==> config.mk <==
export PLATFORM = sky130hd
export DESIGN_NAME = rv32i_program_writer
export DESIGN_NICKNAME = d
export VERILOG_FILES = /design/src/rtl/rv32i_program_writer.sv
export SDC_FILE = /design/constraint.sdc
export NUM_CORES = 1
export LEC_CHECK = 0
export ABC_AREA = 0
export CORE_MARGIN = 5
export CORE_UTILIZATION = 35
export CTS_BUF_LIST = sky130_fd_sc_hd__clkbuf_4
export DETAILED_ROUTE_END_ITERATION = 8
export PLACE_DENSITY_LB_ADDON = 0.12
export SYNTH_ARGS = -nofsm -noshare
export SYNTH_HDL_FRONTEND = slang
export SYNTH_SLANG_ARGS = --single-unit
==> constraint.sdc <==
create_clock -name clk -period 4.46 [get_ports clk]
set_input_delay 0.446 -clock clk [delete_from_list [all_inputs] [get_ports clk]]
set_output_delay 0.446 -clock clk [all_outputs]
set_load 0.01 [all_outputs]
==> src/rtl/rv32i_program_writer.sv <==
// Encodes RV32I instructions from op/register/immediate fields and writes them sequentially into instruction RAM.
// Two cycles per instruction (accept, then write); illegal commands latch a sticky error until clear/rst.
module rv32i_program_writer #(
  parameter int DEPTH  = 256,
  parameter int ADDR_W = 8
) (
  input  logic              clk,
  input  logic              rst,
  input  logic              clear,
  input  logic              in_valid,
  output logic              in_ready,
  input  logic [5:0]        in_op,
  input  logic [4:0]        in_rd,
  input  logic [4:0]        in_rs1,
  input  logic [4:0]        in_rs2,
  input  logic [31:0]       in_imm,
  output logic              mem_we,
  output logic [ADDR_W-1:0] mem_addr,
  output logic [31:0]       mem_wdata,
  output logic [ADDR_W:0]   count,
  output logic              full,
  output logic              err
);

  typedef enum logic [1:0] {IDLE, WRITE, FULL, ERR} state_t;

  localparam logic [ADDR_W:0]   CNT_LAST = (ADDR_W+1)'(DEPTH - 1);
  localparam logic [ADDR_W:0]   CNT_FULL = (ADDR_W+1)'(DEPTH);
  localparam logic [ADDR_W:0]   CNT_ONE  = (ADDR_W+1)'(1);
  localparam logic [ADDR_W-1:0] PTR_ONE  = ADDR_W'(1);

  state_t            state, state_nxt;
  logic [ADDR_W-1:0] wptr;
  logic [31:0]       enc;
  logic              legal;
  logic [2:0]        f3;
  logic              fits12;
  logic              accept;

  always_comb begin
    f3 = 3'd0;
    case (in_op)
      6'd2,  6'd11:               f3 = 3'd4;
      6'd3,  6'd12:               f3 = 3'd6;
      6'd4,  6'd13:               f3 = 3'd7;
      6'd5,  6'd14:               f3 = 3'd1;
      6'd6,  6'd7, 6'd15, 6'd16:  f3 = 3'd5;
      6'd8,  6'd17:               f3 = 3'd2;
      6'd9,  6'd18:               f3 = 3'd3;
      6'd20, 6'd22:               f3 = 3'd2;
      6'd24:                      f3 = 3'd1;
      6'd25:                      f3 = 3'd4;
      6'd26:                      f3 = 3'd5;
      6'd27:                      f3 = 3'd6;
      6'd28:                      f3 = 3'd7;
      default:                    f3 = 3'd0;
    endcase
  end

  assign fits12 = ($signed(in_imm) >= -32'sd2048) && ($signed(in_imm) <= 32'sd2047);

  always_comb begin
    enc   = 32'd0;
    legal = 1'b1;
    if (in_op <= 6'd9) begin
      enc = {((in_op == 6'd1) || (in_op == 6'd7)) ? 7'h20 : 7'h00,
             in_rs2, in_rs1, f3, in_rd, 7'h33};
    end else if (in_op >= 6'd14 && in_op <= 6'd16) begin
      enc   = {(in_op == 6'd16) ? 7'h20 : 7'h00, in_imm[4:0], in_rs1, f3, in_rd, 7'h13};
      legal = (in_imm <= 32'd31);
    end else if (in_op <= 6'd18) begin
      enc   = {in_imm[11:0], in_rs1, f3, in_rd, 7'h13};
      legal = fits12;
    end else if (in_op <= 6'd20) begin
      enc   = {in_imm[11:0], in_rs1, f3, in_rd, 7'h03};
      legal = fits12;
    end else if (in_op <= 6'd22) begin
      enc   = {in_imm[11:5], in_rs2, in_rs1, f3, in_imm[4:0], 7'h23};
      legal = fits12;
    end else if (in_op <= 6'd28) begin
      enc   = {in_imm[12], in_imm[10:5], in_rs2, in_rs1, f3, in_imm[4:1], in_imm[11], 7'h63};
      legal = ($signed(in_imm) >= -32'sd4096) && ($signed(in_imm) <= 32'sd4094) && !in_imm[0];
    end else if (in_op == 6'd29) begin
      enc   = {in_imm[20], in_imm[10:1], in_imm[11], in_imm[19:12], in_rd, 7'h6F};
      legal = ($signed(in_imm) >= -32'sd1048576) && ($signed(in_imm) <= 32'sd1048574) && !in_imm[0];
    end else if (in_op == 6'd30) begin
      enc   = {in_imm[11:0], in_rs1, 3'd0, in_rd, 7'h67};
      legal = fits12;
    end else if (in_op <= 6'd32) begin
      enc   = {in_imm[31:12], in_rd, (in_op == 6'd31) ? 7'h37 : 7'h17};
      legal = (in_imm[11:0] == 12'd0);
    end else begin
      legal = 1'b0;
    end
  end

  always_comb begin
    state_nxt = state;
    in_ready  = 1'b0;
    case (state)
      IDLE: begin
        in_ready = 1'b1;
        if (in_valid) state_nxt = legal ? WRITE : ERR;
      end
      WRITE:   state_nxt = (count == CNT_LAST) ? FULL : IDLE;
      default: state_nxt = state;
    endcase
  end

  assign accept = in_valid && in_ready;
  // A reset or clear landing in the write cycle suppresses the strobe.
  assign mem_we = (state == WRITE) && !rst && !clear;
  assign full   = (count == CNT_FULL);

  always_ff @(posedge clk) begin
    if (rst || clear) begin
      state     <= IDLE;
      wptr      <= '0;
      count     <= '0;
      mem_addr  <= '0;
      mem_wdata <= 32'd0;
      err       <= 1'b0;
    end else begin
      state <= state_nxt;
      if (accept && legal) begin
        mem_addr  <= wptr;
        mem_wdata <= enc;
      end
      if (accept && !legal) err <= 1'b1;
      if (state == WRITE) begin
        wptr  <= wptr + PTR_ONE;
        count <= count + CNT_ONE;
      end
    end
  end

endmodule

==> summary.txt <==
Timing
  – Period minus WS final: 3.63 ns
  – RSZ-0062 raised after global routing: no
  – Actual slew at the worst max-slew pin: 1.06 ns
  – Hold WS: 0.455 ns
  – Final Hold Violating Endpoints: 0
  – Fin. max-slew vios: 0
  – Layout Skew: 0.00947 ns
  – TNS Setup: 0 ns
  – Max transition margin: 0.288
  – Final setup vio count: 0
  – Highest clock rate: 0.276 GHz
  – PnR worst setup slack: 0.832 ns
  – Final Cycle Share: 0.813

Place
  – Inst Count DP: 662
  – Routability congestion estimate: 0.898
  – Port bufs: 109
  – Post-place setup slack: 0.429 ns
  – Placed wire-length estimate: 8890 µm

Synthesis
  – Synth area leader: dfxtp_1
  – Synth Net Count: 516
  – Top_reg_cell synth: dfxtp_1
  – Unique masters post-synth: 70
  – Post-synthesis xor/xnor area fraction: 0.0270
  – Gate Count Post-Synth: 450
  – Mux share of post-synthesis cell area: 0.0256
  – Yosys warnings: 0
  – Compound-gate portion of the synthesized area: 0.294
  – Register bit total from synthesis: 59
  – Post-synth ARST share: 0
  – Adder-Cell Fraction of Synth Area: 0.0315
  – Sequential element share of the synthesized area: 0.331
  – Leading post-synthesis cells by cell area: dfxtp_1 (33%), a21oi_1 (6.6%), o21ai_0 (3.9%)
  – Yosys top cell area share: 0.331
  – Largest family of logic cells by synthesized area: compound AO/OA/AOI/OAI gates
  – Netlist Area Pre-Place: 3570 µm²
  – Post-synth EDFFs: 0
  – Synth Area in Simple Gates: 0.238
  – Average cell area after synthesis: 7.94 µm²

CTS
  – Clock tree buffer depth: 2
  – Htree depth: 3
  – Clk slew on worst S/H paths: 0.11 ns
  – Worst-Skew Late Latency: 0.40 ns
  – CTS root buf: clkbuf_4
  – Post-CTS resize count: 0
  – CTS tree: done
  – Total CTS buffers: 9
  – Cts hold-fix bufs: 0
  – Post-CTS Setup Repair Bufs: 0
  – Sink Count: 59

Die
  – Cell Rows: 36
  – Die Area: 12300 µm²
  – DIE WIDTH: 111 µm
  – Initial Utilization: 0.362
  – # IOs: 110
  – CORE AREA: 9860 µm²
  – Die span in y: 111 µm

Power and ir drop
  – Maximum vdd drop: 0.122 mV
  – Cell Int Power: 0.000818 W
  – Leakage: 1.61 nW
  – Switching Share: 0.303
  – Net Sw Power: 0.000356 W
  – PD cells: 242 nW/µm²
  – Comb power frac: 0.218
  – Flop pwr share: 0.459
  – Total power: 0.00117 W
  – Clock Power Share: 0.323

Global routing
  – Largest net degree at the start of global routing: 50
  – Vias in the first global route: 3640
  – Congestion Overflow GR: 0
  – Initial antenna violation count: 0
  – GRT Resource Usage Total: 0.185
  – Global-route wire length before repair: 18700 µm

Cells and area
  – ANT cells: 0
  – Final nets: 606
  – Non-Filler Instances: 678
  – Fillers: 954
  – Layout cells sized above 1: 0.0752
  – Area grow syn2layout: 35.8%

Worst setup path
  – Worst r2r path cells: 4
  – R2R Path Start: state[0]$_SDFFE_PP0P_
  – Setup CP Type: in2reg
  – Critical R2R Capture: wptr[7]$_SDFFE_PP0P_
  – Worst path required time: 4.78 ns
  – Endpoint type of the worst setup path: flip-flop
  – Arr. time, crit path: 3.94 ns
  – Critical-path maximum fanout: 21
  – Reg-to-reg setup timing slack: 2.46 ns
  – Startpoint types: input port

Hold path
  – Hold Startpoint: mem_wdata[28]$_SDFFE_PP0P_
  – Worst Hold Endpoint: mem_wdata[28]$_SDFFE_PP0P_
  – Worst min path class: reg2reg
  – Hold-critical path depth: 2

Route
  – Router iterations before antenna repair: 4
  – DR vias/cell: 5.57
  – # DRC: 0
  – DRT antenna net count: 0
  – Number of DRC markers in iteration 0: 202
  – Drt total wl: 11600 µm
  – Drt wl/cell: 17.2 µm
  – Via count: 3779

Status
  – Status: finished, final reports clean

Flow run
  – Max-cap viol count: 0
[registers in the layout, summed over array words and instances (netlist names)]
signal and cells:
state 2, wptr 8, mem_addr 8, err 1, mem_wdata 31, count 9
[cells in the mapped netlist, types with 8 or more instances]
cell type / n
a211oi_1: 15
a21oi_1: 47
buf_2: 9
clkbuf_1: 20
dfxtp_1: 59
ha_1: 9
inv_1: 8
mux2i_1: 8
nand2_1: 36
nand3_1: 13
nand4_1: 16
nor2_1: 37
nor3_1: 13
o21ai_0: 28
o21ai_1: 10
xor2_1: 8
[cells in the final DEF, fill, tap and decap left out, types with 3 or more instances in the layout]
master           instances
a211oi_1                15
a21oi_1                 47
a22o_1                   7
a22oi_1                  7
a32oi_1                  5
and3_1                   4
buf_4                    7
clkbuf_4                10
clkdlybuf4s50_1        109
clkinv_2                 3
dfxtp_1                 59
ha_1                     9
inv_1                    8
mux2i_1                  8
nand2_1                 36
nand2b_1                 4
nand3_1                 13
nand4_1                 16
nor2_1                  37
nor2b_1                  4
nor3_1                  13
nor4_1                   7
o2111ai_1                4
o21ai_0                 28
o21ai_1                 10
o22ai_1                  5
or3_1                    6
xnor2_1                  3
xor2_1                   8
[metrics by stage]
stage,area (µm²),utilization
6_report,4850,0.492
3_5_place_dp,4720,0.478
5_1_grt,4850,0.492
2_1_floorplan,3570,-
4_1_cts,4850,0.492
3_3_place_gp,4720,0.478
[worst max-delay path by stage]
| stage | startpoint | end | depth (start not counted) |
|---|---|---|---|
| detailed placement | in_op[1] | mem_wdata[11]$_SDFFE_PP0P_ | 10 |
| finish | in_op[1] | mem_wdata[17]$_SDFFE_PP0P_ | 10 |
| CTS | in_op[1] | mem_wdata[11]$_SDFFE_PP0P_ | 10 |
| floorplan | in_op[1] | mem_wdata[13]$_SDFFE_PP0P_ | 13 |
| global route | in_op[1] | mem_wdata[14]$_SDFFE_PP0P_ | 10 |
| global placement | in_op[1] | mem_wdata[15]$_SDFFE_PP0P_ | 10 |
[metal layers]
metal	wire, µm	vias to the layer above	share of wire	global-route usage
met3	821	18	0.071	0.0562
met4	247	0	0.021	0.0543
met1	5190	1760	0.45	0.239
li1	-	1872	-	-
met5	0	-	0	0
met2	5370	129	0.46	0.299
[worst max-delay path: stages]
cell and delay [ns]:
clkdlybuf4s50_1 0.59, inv_1 0.26, ha_1 0.37, and4b_2 0.32
o22ai_2 0.54, nor4_2 0.13, a221oi_2 0.39, a211o_2 0.45
nor2_4 0.17, a211oi_1 0.27
[cell type report]
cell class / instances / area, µm² / share of cell area
flip-flops and latches: 59 / 1180 / 0.243
inverters: 8 / 30.0 / 0.00619
well taps: 133 / 166 / 0.0343
clock inverters: 6 / 56.3 / 0.0116
repair buffers: 116 / 1140 / 0.236
clock buffers: 10 / 75.1 / 0.0155
multi-input cells: 346 / 2200 / 0.453
[cells by family (layout without fill, tap and decap cells)]
family	count (synthesis)	in the layout
AO/OA/AOI/OAI	156	156
XOR/XNOR	11	11
adder cells (fa/ha/maj)	9	9
buffers and inverters	45	140
flip-flops	59	59
multiplexers	9	9
AND/OR/NAND/NOR	161	161
[power by group through the flow]
stage	Sequential [W]	Combinational (W)	Clock, W
5_1_grt	0.000540	0.000277	0.000417
2_1_floorplan	0.000553	0.000140	0
6_report	0.000539	0.000256	0.000380
4_1_cts	0.000539	0.000255	0.000393
3_3_place_gp	0.000551	0.000252	0
3_5_place_dp	0.000551	0.000254	0
No activity file was read; power rests on OpenSTA's default activity.
